## src/rtl/branch_unit_if.sv

```systemverilog
// rtl/branch_unit_if.sv - fetch-stage branch resolver bus: ALU results, instr strobes, RAS status, target out
interface branch_unit_if #(
    parameter int ADDR_W = 10,
    parameter int IMM_W  = 6
);
    logic              equal;
    logic              less;
    logic              w_flag;
    logic [3:0]        flag_in;
    logic              branch_instr;
    logic              call_instr;
    logic              ret_instr;
    logic [IMM_W-1:0]  immediate;
    logic [ADDR_W-1:0] pc_next;
    logic [ADDR_W-1:0] address;
    logic              branch;
    logic              ras_empty;
    logic              ras_full;
    logic              ras_err;

    modport master (
        output equal, less, w_flag, flag_in,
        output branch_instr, call_instr, ret_instr, immediate, pc_next,
        input  address, branch, ras_empty, ras_full, ras_err
    );

    modport slave (
        input  equal, less, w_flag, flag_in,
        input  branch_instr, call_instr, ret_instr, immediate, pc_next,
        output address, branch, ras_empty, ras_full, ras_err
    );
endinterface

```

## src/rtl/branch_unit.sv

```systemverilog
// rtl/branch_unit.sv - conditional branch / call / return resolver with return-address stack
module branch_unit #(
    parameter int ADDR_W    = 10,
    parameter int IMM_W     = 6,
    parameter int IMM_SHIFT = 3,
    parameter int RAS_DEPTH = 4
) (
    input  logic         clk,
    input  logic         reset,
    branch_unit_if.slave bus
);
    localparam int CNT_W  = $clog2(RAS_DEPTH + 1);
    localparam int PTR_W  = (RAS_DEPTH > 1) ? $clog2(RAS_DEPTH) : 1;
    localparam int WIDE_W = (IMM_W + IMM_SHIFT > ADDR_W) ? (IMM_W + IMM_SHIFT) : ADDR_W;

    logic [3:0]        r_flag;
    logic [CNT_W-1:0]  r_count;
    logic              r_err;
    logic [ADDR_W-1:0] r_ras_mem [RAS_DEPTH];

    logic              w_empty;
    logic              w_full;
    logic              w_do_ret;
    logic              w_do_call;
    logic              w_do_br;
    logic              w_push;
    logic              w_pop;
    logic              w_overflow;
    logic              w_underflow;
    logic              w_cond;
    logic              w_taken;
    logic [WIDE_W-1:0] w_imm_wide;
    logic [ADDR_W-1:0] w_imm_tgt;
    logic [PTR_W-1:0]  w_top_idx;
    logic [PTR_W-1:0]  w_push_idx;
    logic [ADDR_W-1:0] w_top;
    logic [ADDR_W-1:0] w_address;
    logic              w_branch;

    assign w_empty = (r_count == '0);
    assign w_full  = (r_count == CNT_W'(RAS_DEPTH));

    // Priority ret > call > branch: a lower strobe has no effect at all when a higher one is up.
    assign w_do_ret  = bus.ret_instr;
    assign w_do_call = bus.call_instr & ~bus.ret_instr;
    assign w_do_br   = bus.branch_instr & ~bus.call_instr & ~bus.ret_instr;

    assign w_push      = w_do_call & ~w_full;
    assign w_pop       = w_do_ret & ~w_empty;
    assign w_overflow  = w_do_call & w_full;
    assign w_underflow = w_do_ret & w_empty;

    assign w_cond  = r_flag[0] | (r_flag[1] & bus.less) | (r_flag[2] & bus.equal);
    assign w_taken = w_cond ^ r_flag[3];

    // Widen before shifting so truncation to ADDR_W is the only place high bits are lost.
    assign w_imm_wide = WIDE_W'(bus.immediate) << IMM_SHIFT;
    assign w_imm_tgt  = w_imm_wide[ADDR_W-1:0];

    assign w_top_idx  = PTR_W'(r_count - CNT_W'(1));
    assign w_push_idx = PTR_W'(r_count);
    assign w_top      = w_empty ? '0 : r_ras_mem[w_top_idx];

    always_comb begin
        w_branch  = 1'b0;
        w_address = '0;
        if (w_do_ret) begin
            w_branch  = ~w_empty;
            w_address = w_top;
        end else if (w_do_call) begin
            w_branch  = 1'b1;
            w_address = w_imm_tgt;
        end else if (w_do_br) begin
            w_branch  = w_taken;
            w_address = w_imm_tgt;
        end
    end

    always_ff @(posedge clk or posedge reset) begin
        if (reset) begin
            r_flag <= 4'b0000;
        end else if (bus.w_flag) begin
            r_flag <= bus.flag_in;
        end
    end

    always_ff @(posedge clk or posedge reset) begin
        if (reset) begin
            r_count <= '0;
            r_err   <= 1'b0;
        end else begin
            if (w_push) begin
                r_count <= r_count + CNT_W'(1);
            end else if (w_pop) begin
                r_count <= r_count - CNT_W'(1);
            end
            if (w_overflow || w_underflow) begin
                r_err <= 1'b1;
            end
        end
    end

    // Entries are never cleared; the count alone decides what is valid.
    always_ff @(posedge clk) begin
        if (w_push && !reset) begin
            r_ras_mem[w_push_idx] <= bus.pc_next;
        end
    end

    assign bus.address   = w_address;
    assign bus.branch    = w_branch;
    assign bus.ras_empty = w_empty;
    assign bus.ras_full  = w_full;
    assign bus.ras_err   = r_err;
endmodule

```

## src/flat_wrapper.sv

```systemverilog
// flat-port wrapper written by rule: the top's interface ports become plain ports
module branch_unit_flat 
#(
    parameter int ADDR_W    = 10,
    parameter int IMM_W     = 6,
    parameter int IMM_SHIFT = 3,
    parameter int RAS_DEPTH = 4
)
  (clk, reset, bus_equal, bus_less, bus_w_flag, bus_flag_in, bus_branch_instr, bus_call_instr, bus_ret_instr, bus_immediate, bus_pc_next, bus_address, bus_branch, bus_ras_empty, bus_ras_full, bus_ras_err);
  branch_unit_if #(.ADDR_W(ADDR_W), .IMM_W(IMM_W)) bus_i ();
  input  logic clk;
  input  logic reset;
  input wire logic [$bits(bus_i.equal)-1:0] bus_equal;
  input wire logic [$bits(bus_i.less)-1:0] bus_less;
  input wire logic [$bits(bus_i.w_flag)-1:0] bus_w_flag;
  input wire logic [$bits(bus_i.flag_in)-1:0] bus_flag_in;
  input wire logic [$bits(bus_i.branch_instr)-1:0] bus_branch_instr;
  input wire logic [$bits(bus_i.call_instr)-1:0] bus_call_instr;
  input wire logic [$bits(bus_i.ret_instr)-1:0] bus_ret_instr;
  input wire logic [$bits(bus_i.immediate)-1:0] bus_immediate;
  input wire logic [$bits(bus_i.pc_next)-1:0] bus_pc_next;
  output wire logic [$bits(bus_i.address)-1:0] bus_address;
  output wire logic [$bits(bus_i.branch)-1:0] bus_branch;
  output wire logic [$bits(bus_i.ras_empty)-1:0] bus_ras_empty;
  output wire logic [$bits(bus_i.ras_full)-1:0] bus_ras_full;
  output wire logic [$bits(bus_i.ras_err)-1:0] bus_ras_err;
  assign bus_i.equal = bus_equal;
  assign bus_i.less = bus_less;
  assign bus_i.w_flag = bus_w_flag;
  assign bus_i.flag_in = bus_flag_in;
  assign bus_i.branch_instr = bus_branch_instr;
  assign bus_i.call_instr = bus_call_instr;
  assign bus_i.ret_instr = bus_ret_instr;
  assign bus_i.immediate = bus_immediate;
  assign bus_i.pc_next = bus_pc_next;
  assign bus_address = bus_i.address;
  assign bus_branch = bus_i.branch;
  assign bus_ras_empty = bus_i.ras_empty;
  assign bus_ras_full = bus_i.ras_full;
  assign bus_ras_err = bus_i.ras_err;
  branch_unit #(.ADDR_W(ADDR_W), .IMM_W(IMM_W), .IMM_SHIFT(IMM_SHIFT), .RAS_DEPTH(RAS_DEPTH)) u_core (.clk(clk), .reset(reset), .bus(bus_i));
endmodule
```

## config.mk

```make
export PLATFORM = sky130hd
export DESIGN_NAME = branch_unit_flat
export DESIGN_NICKNAME = d
export VERILOG_FILES = /design/src/rtl/branch_unit_if.sv /design/src/rtl/branch_unit.sv /design/src/flat_wrapper.sv
export SDC_FILE = /design/constraint.sdc
export NUM_CORES = 1
export LEC_CHECK = 0
export CORE_MARGIN = 2
export CORE_UTILIZATION = 42
export CTS_CLUSTER_SIZE = 28
export DETAILED_ROUTE_END_ITERATION = 7
export HOLD_SLACK_MARGIN = 0.06
export PLACE_DENSITY = 0.75
export SKIP_LAST_GASP = 1
export SYNTH_ARGS = -nofsm -noshare
export SYNTH_HDL_FRONTEND = slang
export SYNTH_SLANG_ARGS = --single-unit
```

## constraint.sdc

```tcl
create_clock -name clk -period 2.1 [get_ports clk]
set_input_delay 0.315 -clock clk [delete_from_list [all_inputs] [get_ports clk]]
set_output_delay 0.315 -clock clk [all_outputs]
set_load 0.01 [all_outputs]
```

Yosys cells after proc, flatten, opt, wreduce, memory -nomap -nowiden
Memory sizes are Yosys's and may differ from the RTL's.
Index checks and enable logic that the tools add are counted.
- bits in writable memories: 40
- memories kept: 1
- flip-flop bits (word level): 8
- output and inout bits: 14
- input port bits: 28
- word-level logic and storage cells: 39
- memory list (memory ; depth ; width ; read ports ; clocked after memory_dff ; write ports ; RTL line ; text):
    u_core.r_ras_mem ; 4 ; 10 ; 1 ; 0 ; 1 ; branch_unit.sv:19 ; logic [ADDR_W-1:0] r_ras_mem [RAS_DEPTH];
- multiplexer cells: 11
- equal/unequal tests: 1
- $add $sub $neg: 2
- reductions and logical operators: 5
- bitwise logic cells: 16
- operators with widths (operator ; count):
    $mux 10 ; 3
    $and 1x1->1 ; 9
    $mux 9 ; 1
    $mux 3 ; 2
    $mux 1 ; 5
    $not 1->1 ; 4
    $add 3x1->3 const B ; 1
    $eq 3x3->1 const B ; 1
    $logic_not 3->1 ; 1
    $sub 3x1->3 const B ; 1
    $or 1x1->1 ; 2
    $reduce_bool 2->1 ; 1
    $logic_and 1x1->1 ; 1
    $logic_not 1->1 ; 1
    $logic_or 1x1->1 ; 1
    $xor 1x1->1 ; 1

Logic depth before layout (Yosys ltp)
Gate-level depths: netlist of run 1.
- depth in word-level cells: 7
- mapped depth: 7
- gate-level depth less buffers: 5

Worst setup path after synthesis of run 1
Ideal clock, no wire load.
- path kind: register -> register
- from: reg u_core.r_count[0]
- to: mem u_core.r_ras_mem[0][0] (enable)
- slack: -0.223 ns
- setup time: 0.343 ns
- cell stages (with the launch flop): 7
- arrival time: 1.980 ns
- data required time: 1.757 ns
- period minus slack after synthesis: 2.323 ns
- path buffers: 1
- cell sequence: dfrtp_1 > buf_2 > inv_1 > ha_1 > and2_2 > nor3b_1 > and2_1
- longest elaborated chain between the ends: 6
- RTL lines (what ; RTL line ; text):
    start: declaration ; branch_unit.sv:17 ; logic [CNT_W-1:0] r_count;
    start signal: assignment ; branch_unit.sv:93 ; r_count <= r_count + CNT_W'(1);
    start signal: assignment ; branch_unit.sv:95 ; r_count <= r_count - CNT_W'(1);
    $eq 3x3->1 ; branch_unit.sv:41 ; assign w_full = (r_count == CNT_W'(RAS_DEPTH));
    via bus_ras_full ; flat_wrapper.sv:25 ; output wire logic [$bits(bus_i.ras_full)-1:0] bus_ras_full;
    $not 1->1 ; branch_unit.sv:48 ; assign w_push = w_do_call & ~w_full;
    $and 1x1->1 ; branch_unit.sv:48 ;
    $logic_and 1x1->1 ; branch_unit.sv:105 ; if (w_push && !reset) begin
    $mux 1 ; branch_unit.sv:105 ;
    $mux 1 (implied by the code) ; branch_unit.sv:106 ; r_ras_mem[w_push_idx] <= bus.pc_next;
    end: declaration ; branch_unit.sv:19 ;
The timed path passes the listed nets, and every way through them passes these cells.

Worst setup path after layout of run 1
- from: reg u_core.r_count[0]
- to: out bus_address[4]
- longest elaborated chain between the ends: 4
- elaborated cells on any way between the ends: 5
- classes of those cells: add/sub: 1; mux: 2; reduce/logical: 1; memory: 1
- RTL lines (what ; RTL line ; text):
    $sub 3x1->3 ; branch_unit.sv:60 ; assign w_top_idx = PTR_W'(r_count - CNT_W'(1));
    $mem_v2 4x10 ; n/a ;
    $mux 10 (*) ; branch_unit.sv:62 ; assign w_top = w_empty ? '0 : r_ras_mem[w_top_idx];
    $mux 10 (*) ; branch_unit.sv:67 ; if (w_do_ret) begin
    end: declaration ; flat_wrapper.sv:22 ; output wire logic [$bits(bus_i.address)-1:0] bus_address;
Mark *: on every way between the ends. The rest lies on a longest branch, timed or not.

==> run summary, run 1 <==
The flow ran to the end, but the final reports show violations. The final reports fail on setup timing. The fraction of layout cells with a size suffix above 1 came out at 0.4145. Area share of xor/xnor cells in the synthesized design: 0.008192.

Summed over all layers, the global routing overflow is 0. The worst register-to-register path has a depth of 8. For the final routed database, the setup TNS stands at -0.2109 ns. The synthesized cell area was 2138 µm².

The largest family of logic cells by synthesized area is multiplexers. After technology mapping, the gate count stands at 123. The most critical setup path has its startpoint at u_core.r_count[0]. The clock latency on the worst-skew pair is 0.29 ns.

In this run the core area contains 25 standard-cell rows. The run gives 0.1644 as the global-route usage over all layers. The internal power contribution was 0.002558 W; the number of synthesized flops with an enable pin was 40.

The logs give 225 for the final net count and 0.001029 W for the switching power. Critical-path cell with the highest stage delay: sky130_fd_sc_hd__mux4_2. The logs give -0.04703 ns for the final critical-path setup slack and 4433 µm for the total wire length. Data arrival time of the critical path: 1.83 ns. At the end of routability-driven placement, the weighted congestion stood at 0.7672.

The smallest clock period supported by the final layout is computed as 2.147 ns. The startpoint identified for the worst register-to-register timing path is u_core.r_count[1]. By area the synthesized netlist is led by sky130_fd_sc_hd__edfxtp_1 (56%), sky130_fd_sc_hd__mux4_2 (11%), sky130_fd_sc_hd__dfrtp_1 (9.4%). Counting every sink on the clock net gives 48.

Traced cell by cell, the critical path runs through buf_6 -> buf_8 -> buf_6 -> mux4_2 -> a22o_2 -> buf_6. The area growth from synthesis to layout is 41.90%. The critical path in this run is classified as register to output pin.

The critical-path maximum fanout came out at 5. The die outline height was 75.35 µm. The overall die width came out at 75.35 µm.

The kind of end point of the critical path was an output pin. Among all flip-flop cells after synthesis, the most frequent one is sky130_fd_sc_hd__edfxtp_1. The adder-cell share of the synthesized area was 0.02926. The logs give 0 for the final hold violation count and 1.78 ns for the required time of the worst setup path. Proportion of power drawn by combinational gates: 0.502. The initial core utilization was 0.4439; the clock network power share was 0.178.

After synthesis, the netlist uses 37 different library cells. The via count of the first global-routing pass is 1,439, and the maximum single-stage delay on the critical path is 0.48 ns. The tools report the clock root buffer as sky130_fd_sc_hd__clkbuf_8. The analysis attributes to cell leakage a power of 1.175 nW. The tools report the number of vias after detailed routing as 1,363.

The longest clock path from root to sink contains 2 buffers. Number of flip-flops and latches in the synthesized netlist: 48. The worst hold path belongs to the class primary input to asynchronous set/reset pin. The number of clock buffers added by TritonCTS is 5.

The switching portion of total power came out at 0.2869. For the number of pins with negative max-slew slack in the final report, the log shows 0. By instance count, the cell type seen most on the critical path is sky130_fd_sc_hd__buf_6. The detailed router finished its first iteration with 103 violations. A synthesized cell averages 17.38 µm².

The power density over the cells came out at 1182 nW/µm². The worst-case IR drop observed on VDD is 0.6146 mV. The timing-limited maximum frequency came out at 465.8 MHz. The logs give 2 for the total number of H-tree levels and 0.6554 for the part of the Yosys area used for sequential elements. The run gives 5678 µm² as the total die area. The final antenna diode count is 0. The run gives 4817 µm² as the placeable core region.

The compound-gate portion of the synthesized area is 0.06378, and the worst-case clock skew is 0.004655 ns. In this run the count of I/O pins placed on the die edge is 42. Capture point of the worst reg-to-reg path: u_core.r_ras_mem[0][2]. The largest net degree at the start of global routing was 16.

The worst setup path is launched from a register. The portion of synthesized cell area occupied by the leading cell type works out to 0.5617. Once layout is complete, the cells apart from fillers number 260. The first TritonRoute pass finished after 4 iterations. The setup check on the worst reg-to-reg path leaves a slack of 0.10 ns. Half-perimeter wire length of the detailed placement result: 3032 µm. The cell type contributing the most total cell area after synthesis was sky130_fd_sc_hd__edfxtp_1. The number of instances in the placed design was 244; the number of antenna violations at the first check in global routing was 0. The fraction of the mapped netlist area in simple logic gates was 0.08250.

The mux contribution to synthesized area is 0.1311, and the number of design rule violations left after detail routing is 0. After detailed routing, the average wire length per cell comes to 17.05 µm. The transition time at the pin with the least slew margin works out to 0.6294 ns. For the share of total power in sequential cells, the log shows 0.321.

The count of endpoints failing setup in the final report was 8; the clock edge transition at the registers on the reported setup and hold paths was 0.08 ns. The final clock period utilization by the worst path is 1.022, and the remaining number of nets flagged by the antenna check after routing is 0. Setup repair after global routing could not meet its margin everywhere.

Across the run, the number of max-cap violations was 0. During synthesis, Yosys emitted a total of 0 warnings. The post-synthesis net count is 156, and the async set or reset register ratio after synthesis is 0.1667. TritonCTS built the clock tree.

The relative slew slack is 0.5789, and the vias per cell is 5.242. The post-route core utilization was 0.6299. The quantity of I/O buffers inserted on ports is 41, and the wire length of the first global-routing pass is 6720 µm.
==> metrics by stage <==
step	total power (W)	hold slack [ns]	setup WS (ns)	instance area, µm²
after floorplan	0.002071	0.1307	0.05152	2158
after global placement	0.002627	0.4589	-0.2782	2801
after detailed placement	0.002657	0.4643	-0.2871	2801
after CTS	0.003475	0.3205	-0.06103	2952
after global routing	0.003772	0.3244	-0.1413	3034
final	0.003588	0.3038	-0.04703	3034
==> final cells by class <==
class | count | area (µm²)
timing repair buffer | 68 | 690.7
fill | 356 | 1783
multi-input combinational | 63 | 729.5
tap | 67 | 83.83
inverter | 6 | 22.52
clock inverter | 1 | 30.03
clock buffer | 7 | 76.32
sequential | 48 | 1401
==> what timing repair did <==
item	4_1_cts	5_1_grt
setup buffers	6	3
pin swaps	1	3
endpoints found under the hold margin	0	0
gates resized for setup	52	11
setup endpoints to repair	11	12
hold buffers	0	0
==> cells by family after synthesis <==
logic type / after synthesis
DFF: 48
and+or+nand+nor: 25
AOI/OAI and AO/OA: 16
muxes: 15
buffers and inverters: 12
adders and majority gates: 5
xor gates and xnor gates: 2
==> critical path: cells and delay by family, from the launching register on <==
kind,cells,cell delay (ns)
flops,1,0.38
compound gates,1,0.23
buf+inv,4,0.45
mux,1,0.48
==> power groups by stage <==
stage               Clock (W)  Combinational, W  Sequential (W)
floorplan                   0          0.000904         0.00117
global placement            0           0.00146         0.00116
detailed placement          0           0.00149         0.00117
CTS                  0.000646           0.00168         0.00115
global route         0.000690           0.00192         0.00116
finish               0.000637           0.00180         0.00115
==> cells in the final DEF, fill, tap and decap left out, types with 5 or more instances in the layout <==
cell	instances
sky130_fd_sc_hd__and2_2	5
sky130_fd_sc_hd__buf_12	6
sky130_fd_sc_hd__buf_2	5
sky130_fd_sc_hd__buf_4	18
sky130_fd_sc_hd__buf_6	8
sky130_fd_sc_hd__clkbuf_8	5
sky130_fd_sc_hd__clkdlybuf4s50_1	28
sky130_fd_sc_hd__dfrtp_1	8
sky130_fd_sc_hd__edfxtp_1	40
sky130_fd_sc_hd__mux4_2	10
==> state kept, by name, indices dropped and copies added (netlist names) <==
register            count
u_core.r_count          3
u_core.bus.ras_err      1
u_core.r_ras_mem       40
u_core.r_flag           4
==> Yosys cell counts (2+ instances only) <==
library cell               instances
sky130_fd_sc_hd__nor2_1            3
sky130_fd_sc_hd__mux2_2            4
sky130_fd_sc_hd__nor3b_1           2
sky130_fd_sc_hd__and2_1            4
sky130_fd_sc_hd__mux4_2           10
sky130_fd_sc_hd__ha_1              5
sky130_fd_sc_hd__edfxtp_1         40
sky130_fd_sc_hd__buf_2             3
sky130_fd_sc_hd__a22o_2            5
sky130_fd_sc_hd__a21oi_1           2
sky130_fd_sc_hd__inv_1             6
sky130_fd_sc_hd__and3b_1           2
sky130_fd_sc_hd__buf_6             2
sky130_fd_sc_hd__a311oi_1          2
sky130_fd_sc_hd__and3_1            4
sky130_fd_sc_hd__dfrtp_1           8
==> worst max path at each step <==
stage / end / depth (start not counted) / slack [ns]
after global placement: bus_branch / 5 / -0.28
after global routing: bus_address[4] / 6 / -0.14
final: bus_address[4] / 6 / -0.05
after floorplan: bus_branch / 7 / 0.05
after detailed placement: bus_branch / 5 / -0.29
after CTS: bus_address[4] / 6 / -0.06
==> routing by layer <==
metal  vias up  wire, µm  global-route usage
met1       688      1913              0.2149
met5         -         0                   0
met2        43      2238              0.2841
li1        624         -                   -
met3         8       227             0.03704
met4         0        54             0.03509
Note: power is estimated with default switching activity, not from simulation.
==> run 2: changes to the inputs <==
--- a/config.mk
+++ b/config.mk
@@ -5,7 +5,6 @@
 export SDC_FILE = /design/constraint.sdc
 export NUM_CORES = 1
 export LEC_CHECK = 0
-export CORE_MARGIN = 2
 export CORE_UTILIZATION = 42
 export CTS_CLUSTER_SIZE = 28
 export DETAILED_ROUTE_END_ITERATION = 7
==> run 2 against run 1 <==
First-iteration DRC count down 44%. Register-to-register slack worse by 0.03 ns. Maximum frequency down 0.69%. Sequential power about the same. Critical path depth unchanged. Clock skew up 0.0010 ns. Clock power down 17%. The run still ends with setup timing left.
==> run summary, run 2 (synthesized netlist as in run 1, its figures left out) <==
The die outline height works out to 73.35 µm (-2.7%). For the clock buffer count from CTS, the log shows 5 (unchanged). Number of design rule violations left after detail routing: 0 (unchanged). The flip-flop count of the largest register, all copies and words added works out to 40 (unchanged).

The placeable core region was 4817 µm² (unchanged); the sink count of the clock tree was 48 (unchanged). For the timing-limited maximum frequency, the log shows 462.5 MHz (-0.69%). The cell depth of the worst flop-to-flop path is 8 (unchanged). For the number of antenna violations at the first check in global routing, the log shows 0 (unchanged).

Critical path start-end classification: register to output pin. The leakage power of the design came out at 1.178 nW (+0.30%). The tools report the count of standard-cell rows as 25 (unchanged). The kind of end point of the critical path was an output pin. For the data arrival time of the critical path, the log shows 1.85 ns (+0.02 ns). The final hold violation count is 0 (unchanged), and the total wire length is 4489 µm (+1.3%).

Largest net degree at the start of global routing: 16 (unchanged). The area growth from synthesis to layout is 40.90%. The power density over the cells works out to 1152 nW/µm² (-2.6%). The tools report the type of element launching the critical path as a register.

More flip-flops sit in one register than any other, and that register is u_core.r_ras_mem. The minimum clock period after layout is 2.162 ns (+0.01494 ns). The class of the tightest hold or removal check is primary input to asynchronous set/reset pin. The half-perimeter wire length of the detailed placement result was 3060 µm (+0.94%); the global-route usage over all layers was 0.1857 (+0.02130).

The transition time at the pin with the least slew margin is 0.3017 ns (-0.3277 ns). The top-level I/O count was 42 (unchanged); the total iterations of the first detailed-routing run was 4 (unchanged). The tools report the number of maximum-capacitance violations as 0 (unchanged). The run finished, with violations left.

Total global routing overflow: 0 (unchanged). TritonCTS built the clock tree. The final clock period utilization by the worst path was 1.030 (+0.007114).

Setup repair after global routing could not meet its margin everywhere. The vias per cell works out to 5.108 (-2.6%). The fraction of layout cells with a size suffix above 1 came out at 0.4249 (+0.01036).

The endpoint identified for the worst register-to-register timing path is u_core.r_ras_mem[0][1]. For the number of instances in the placed design, the log shows 244 (unchanged). The final critical-path setup slack was -0.06197 ns (-0.01494 ns).

The worst-case clock skew was 0.005683 ns (+0.001028 ns); the quantity of I/O buffers inserted on ports was 41 (unchanged). The logs give 0.07 ns (-0.03 ns) for the internal reg-to-reg setup slack and 7072 µm (+5.2%) for the wire length of the first global-routing pass. The final net count was 225 (unchanged); the via count of the first global-routing pass was 1,409 (-2.1%). The run gives 376 (+5.6%) as the filler cell count in the final layout. The logs give 0.8523 (+11%) for the routability-driven placement congestion ratio and 1.78 ns (about the same) for the required time of the worst setup path. The overall die width is 73.35 µm (-2.7%). For the detailed router's first-iteration violation count, the log shows 58 (-44%).

Count of endpoints failing setup in the final report: 10 (+2). The run gives 1,328 (-2.6%) as the number of vias after detailed routing. The tools report the clock root buffer as sky130_fd_sc_hd__clkbuf_8. In the final layout, the registers with the most flip-flops are u_core.r_ras_mem (40), u_core.r_flag (4), u_core.r_count (3). The aggregate negative setup slack came out at -0.3398 ns (-0.1289 ns).

The buffer depth of the longest clock path was 2 (unchanged); the clock latency on the worst-skew pair was 0.29 ns (about the same). The final antenna diode count was 0 (unchanged); the initial core utilization was 0.4439 (unchanged). The cts-stage hold buffer count was 0 (unchanged); the relative slew slack was 0.7987 (+0.2198). The critical-path maximum fanout was 5 (unchanged); the total number of H-tree levels was 2 (unchanged). The checks that failed: setup timing. The worst IR drop on VDD is 0.7056 mV (+15%). The launch point of the worst reg-to-reg path was u_core.r_count[0]. The clock edge transition at the registers on the reported setup and hold paths was 0.09 ns (about the same); the remaining number of nets flagged by the antenna check after routing was 0 (unchanged). For the number of pins with negative max-slew slack in the final report, the log shows 0 (unchanged). In the layout the commonest cells are sky130_fd_sc_hd__edfxtp_1 (40), sky130_fd_sc_hd__clkdlybuf4s50_1 (25), sky130_fd_sc_hd__buf_4 (21). The routed wirelength normalized by instance count was 17.27 µm (+1.3%); the count of placed standard cells in the final layout, fillers left out was 260 (unchanged). The leading cell type in the layout, fill and taps excluded is sky130_fd_sc_hd__edfxtp_1. The total die area came out at 5380 µm² (-5.2%).
-- run 2: final cells by class --
type,count,area [µm²],share of cell area
clock buffer,7,76.32,0.02533
clock inverter,1,8.758,0.002907
inverter,6,22.52,0.007475
multi-input combinational,63,735.7,0.2442
sequential,48,1401,0.4651
tap,67,83.83,0.02782
timing repair buffer,68,684.4,0.2272
-- run 2: worst max path at each step --
| stage | end | slack, ns | start | cells after the start |
|---|---|---|---|---|
| after floorplan | bus_branch | 0.05 | u_core.r_count[0] | 7 |
| after global placement | bus_branch | -0.29 | bus_less | 5 |
| after detailed placement | bus_branch | -0.39 | bus_less | 5 |
| after CTS | bus_address[4] | -0.07 | u_core.r_count[0] | 6 |
| after global routing | bus_address[4] | -0.12 | u_core.r_count[0] | 6 |
| final | bus_address[4] | -0.06 | u_core.r_count[0] | 6 |
-- run 2: metal layers --
metal	wire [µm]	vias up	global-route usage	share of wire
met5	0	-	0	0
met4	46	0	0.07051	0.010
met3	174	4	0.03292	0.039
met2	2363	39	0.3302	0.53
met1	1905	662	0.2256	0.42
li1	-	623	-	-
-- run 2: worst max-delay path, cell delays in order, from the launching register on --
cell and delay (ns):
sky130_fd_sc_hd__dfrtp_1 0.43, sky130_fd_sc_hd__inv_2 0.08, sky130_fd_sc_hd__ha_4 0.30, sky130_fd_sc_hd__buf_12 0.11
sky130_fd_sc_hd__mux4_2 0.29, sky130_fd_sc_hd__a22o_2 0.23, sky130_fd_sc_hd__buf_6 0.12
-- run 2: per-stage QoR --
stage	area (µm²)	setup WS [ns]	total power (W)	hold slack [ns]	util
2_1_floorplan	2158	0.05152	0.002071	0.1307	-
3_3_place_gp	2789	-0.2926	0.002624	0.4600	0.5790
3_5_place_dp	2789	-0.3880	0.002659	0.4791	0.5790
4_1_cts	2969	-0.06932	0.003437	0.3163	0.6164
5_1_grt	3013	-0.1240	0.003660	0.3506	0.6255
6_report	3013	-0.06197	0.003470	0.3069	0.6255
-- run 2: timing repair --
action | 4_1_cts | 5_1_grt
pin swaps | 6 | 3
setup buffers | 6 | 2
setup endpoints to repair | 11 | 23
gates resized for setup | 63 | 7
-- run 2: power by group --
part / total [W] / internal (W) / switching [W]
combinational: 0.00179 / 0.00109 / 0.000701
clock: 0.000529 / 0.000238 / 0.000291
sequential: 0.00115 / 0.00111 / 0.0000403
total: 0.00347 / 0.00244 / 0.00103
==> run 3: changes to the inputs <==
--- a/config.mk
+++ b/config.mk
@@ -5,11 +5,12 @@
 export SDC_FILE = /design/constraint.sdc
 export NUM_CORES = 1
 export LEC_CHECK = 0
+export ABC_AREA = 1
 export CORE_UTILIZATION = 42
 export CTS_CLUSTER_SIZE = 28
 export DETAILED_ROUTE_END_ITERATION = 7
 export HOLD_SLACK_MARGIN = 0.06
-export PLACE_DENSITY = 0.75
+export PLACE_DENSITY = 0.74
 export SKIP_LAST_GASP = 1
 export SYNTH_ARGS = -nofsm -noshare
 export SYNTH_HDL_FRONTEND = slang
==> run 3 against run 2 <==
The run now ends clean. Routed wire length rose by 0.87%. Via count up 23%. First-iteration DRC count unchanged. Maximum frequency increased by 7.1%. Sequential share of layout area grew 2.5 points. Combinational power decreased by 8%. Critical path type unchanged.
==> run summary, run 3 <==
The vias per cell came out at 4.852 (-5.0%). The commonest cells after synthesis are sky130_fd_sc_hd__nand2_1 (56), sky130_fd_sc_hd__edfxtp_1 (40), sky130_fd_sc_hd__nand3_1 (22), sky130_fd_sc_hd__nor2_1 (22), sky130_fd_sc_hd__o21ai_0 (17). The async set or reset register ratio after synthesis came out at 0.1667 (unchanged).

Post-synthesis net count: 241 (+54%). The slowest stage of the critical path belongs to the cell sky130_fd_sc_hd__dfrtp_1. The remaining number of nets flagged by the antenna check after routing is 0 (unchanged). The relative slew slack came out at 0.8065 (+0.007828). The required time of the worst setup path came out at 1.78 ns (about the same). The tools report the final hold violation count as 0 (unchanged).

For the filler cell count in the final layout, the log shows 434 (+15%). The clock edge transition at the registers on the reported setup and hold paths was 0.08 ns (about the same). The run finished with clean final reports.

The tools report the worst hold slack as 0.3363 ns (+0.02944 ns). The clock latency on the worst-skew pair was 0.29 ns (about the same). The critical-path maximum fanout was 6 (+1); the wire length of the first global-routing pass was 7438 µm (+5.2%). The transition time at the pin with the least slew margin is 0.2898 ns (-0.01188 ns), and the die outline height is 73.94 µm (+0.80%).

For the internal reg-to-reg setup slack, the log shows 0.41 ns (+0.34 ns). The portion of synthesized cell area occupied by the leading cell type works out to 0.5527 (-0.009055). The synthesized cell area is 2173 µm² (+1.6%), and the final critical-path setup slack is 0.08107 ns (+0.1430 ns). The synthesis-to-layout area growth came out at 31.55%.

Number of antenna violations at the first check in global routing: 0 (unchanged). Ranked by total cell area, the synthesized netlist is headed by sky130_fd_sc_hd__edfxtp_1 (55%), sky130_fd_sc_hd__nand2_1 (9.7%), sky130_fd_sc_hd__dfrtp_1 (9.2%). The average size of a mapped cell came out at 10.45 µm² (-40%). The run gives 0 (unchanged) as the number of design rule violations left after detail routing.

The total number of H-tree levels is 2 (unchanged). The clock network power share is 0.156 (+0.003). The total wire length was 4528 µm (+0.87%). The proportion of power drawn by combinational gates came out at 0.495 (-0.020). The number of vias after detailed routing came out at 1,635 (+23%). TritonCTS built the clock tree.

The count of endpoints failing setup in the final report came out at 0 (-10). The post-placement worst setup slack came out at -0.1549 ns (+0.2330 ns). The via count of the first global-routing pass came out at 1,621 (+15%).

Switching portion of total power: 0.3750 (+0.07754). Traced cell by cell, the critical path runs through inv_2 -> ha_4 -> buf_6 -> buf_4 -> nand3_1 -> nand3_1 -> nand2_1 -> clkdlybuf4s15_1. For the detailed router's first-iteration violation count, the log shows 58 (unchanged). The number of maximum-capacitance violations is 0 (unchanged), and the maximum single-stage delay on the critical path is 0.40 ns (-0.03 ns). The final antenna diode count was 0 (unchanged). The tightest min-delay check is of the primary input to asynchronous set/reset pin type. For the final net count, the log shows 302 (+34%).

Setup repair after global routing could not meet its margin everywhere. The half-perimeter wire length of the detailed placement result is 3145 µm (+2.8%), and the routed wirelength normalized by instance count is 13.44 µm (-22%). The biggest area contributor in the post-synthesis netlist is sky130_fd_sc_hd__edfxtp_1. The worst setup path is captured at an output pin. In the final layout, the registers with the most flip-flops are u_core.r_ras_mem (40), u_core.r_flag (4), u_core.r_count (3). The total global routing overflow was 0 (unchanged). Sink count of the clock tree: 48 (unchanged).

The logs give 0.349 (+0.016) for the share of total power in sequential cells and 0.5897 (-0.03578) for the post-route core utilization. The cell sitting at the root of the clock tree is a sky130_fd_sc_hd__clkbuf_8. Most frequent cell on the critical path: sky130_fd_sc_hd__nand3_1. For this run, the leading register cell type out of synthesis is sky130_fd_sc_hd__edfxtp_1.

The number of cells produced by synthesis is 208 (+69%), and the Yosys warning count is 0 (unchanged). The part of the Yosys area used for sequential elements was 0.6448 (-0.01056); the placeable core region was 4848 µm² (+0.65%). The number of synthesized flops with an enable pin works out to 40 (unchanged). The timing-limited maximum frequency came out at 495.3 MHz (+7.1%). Quantity of I/O buffers inserted on ports: 41 (unchanged). The count of standard-cell rows was 25 (unchanged); the buffer depth of the longest clock path was 2 (unchanged). The power density over the cells is 1159 nW/µm² (+0.64%), and the largest net degree at the start of global routing is 24 (+8). Largest register by flop count: u_core.r_ras_mem. The tools report the total iterations of the first detailed-routing run as 4 (unchanged). Leaving out fill and tap cells, the most frequent cells in the layout are sky130_fd_sc_hd__nand2_1 (56), sky130_fd_sc_hd__edfxtp_1 (40), sky130_fd_sc_hd__clkdlybuf4s50_1 (28). The minimum clock period after layout is 2.019 ns (-0.1430 ns), and the top-level I/O count is 42 (unchanged). The tools report the initial core utilization as 0.4483 (+0.004362). The routability-driven placement congestion ratio is 0.7467 (-12%), and the number of flip-flops and latches in the synthesized netlist is 48 (unchanged). The flip-flop count of the largest register, all copies and words added works out to 40 (unchanged). The cell with the most instances after synthesis was sky130_fd_sc_hd__nand2_1.

Leakage power of the design: 1.195 nW (+1.4%). The final clock period utilization by the worst path is 0.9614 (-0.06812). The area after detailed placement is 2778 µm² (-0.40%). Critical path start-end classification: register to output pin. The global-route usage over all layers was 0.1826 (-0.003087); the count of different cell masters after synthesis was 20 (-46%).

The leading cell type in the layout, fill and taps excluded is sky130_fd_sc_hd__nand2_1. The total die area is 5466 µm² (+1.6%), and the summed area of non-filler cells in the final layout is 2859 µm² (-5.1%). For the worst IR drop on VDD, the log shows 0.6726 mV (-4.7%).

Type of element launching the critical path: a register. The tools report the worst-case clock skew as 0.003379 ns (-0.002304 ns). The overall die width is 73.94 µm (+0.80%), and the cts-stage hold buffer count is 0 (unchanged). The internal power contribution was 0.002071 W (-15%); the fraction of layout cells with a size suffix above 1 was 0.1667 (-0.2582). The clock buffer count from CTS is 5 (unchanged), and the number of pins with negative max-slew slack in the final report is 0 (unchanged). The data arrival time of the critical path came out at 1.70 ns (-0.15 ns).

The tools report the switching power as 0.001243 W (+20%).
run 3: layout make-up:
type	instances	area, µm²	share of cell area
inverters	17	71.32	0.02495
clock inverters	2	11.26	0.003939
well taps	67	83.83	0.02932
flip-flops and latches	48	1401	0.4902
clock buffers	6	72.57	0.02538
multi-input cells	137	685.7	0.2398
repair buffers	60	533.0	0.1864
run 3: worst paths after layout:
check,startpoint,end,depth (start not counted)
setup / recovery,u_core.r_count[0],bus_address[4],8
hold / removal,reset,u_core.r_flag[1],3
setup reg to reg,u_core.r_count[1],u_core.r_ras_mem[3][3],8
hold reg to reg,u_core.r_flag[1],u_core.r_flag[1],1
max in group asynchronous,reset,u_core.r_count[0],3
min in group clk,bus_ret_instr,u_core.bus.ras_err,3
run 3: what timing repair did:
action / 4_1_cts / 5_1_grt
gates resized for setup: 19 / 16
setup endpoints to repair: 11 / 11
pin swaps: 1 / 1
buffers inserted: 0 / 0
run 3: metrics by stage:
step           instances  total power (W)  setup TNS [ns]
2_1_floorplan        208         0.002101          -2.446
3_3_place_gp         329         0.002783         -0.7948
3_5_place_dp         329         0.002833         -0.8603
4_1_cts              337         0.003338       -0.005266
5_1_grt              337         0.003570       -0.006368
6_report             337         0.003314               0
run 3: logic make-up (layout without fill, tap and decap cells):
group	count (synthesis)	after routing	synth area share
flops	48	48	0.6448
xor+xnor	1	1	0.007486
fa+ha+maj	5	5	0.02879
compound gates	22	22	0.05066
simple gates	107	107	0.2124
buf+inv	23	85	0.04548
mux	2	2	0.01036
run 3: power by group through the flow:
| stage | clock, W | sequential (W) | combinational (W) |
|---|---|---|---|
| 2_1_floorplan | 0 | 0.00118 | 0.000924 |
| 3_3_place_gp | 0 | 0.00117 | 0.00161 |
| 3_5_place_dp | 0 | 0.00117 | 0.00166 |
| 4_1_cts | 0.000531 | 0.00116 | 0.00165 |
| 5_1_grt | 0.000574 | 0.00116 | 0.00183 |
| 6_report | 0.000518 | 0.00116 | 0.00164 |
run 3: metal layers:
metal  wire [µm]  track usage
met1        1996       0.2397
met2        2206       0.3131
met3         289      0.03388
met4          36      0.04701
met5           0            0
run 3: worst max-delay path, delay by kind of cell (launching register included):
kind                     cells  cell delay [ns]
AND/OR/NAND/NOR              3             0.22
buffers and inverters        4             0.57
flip-flops                   1             0.40
adder cells (fa/ha/maj)      1             0.22
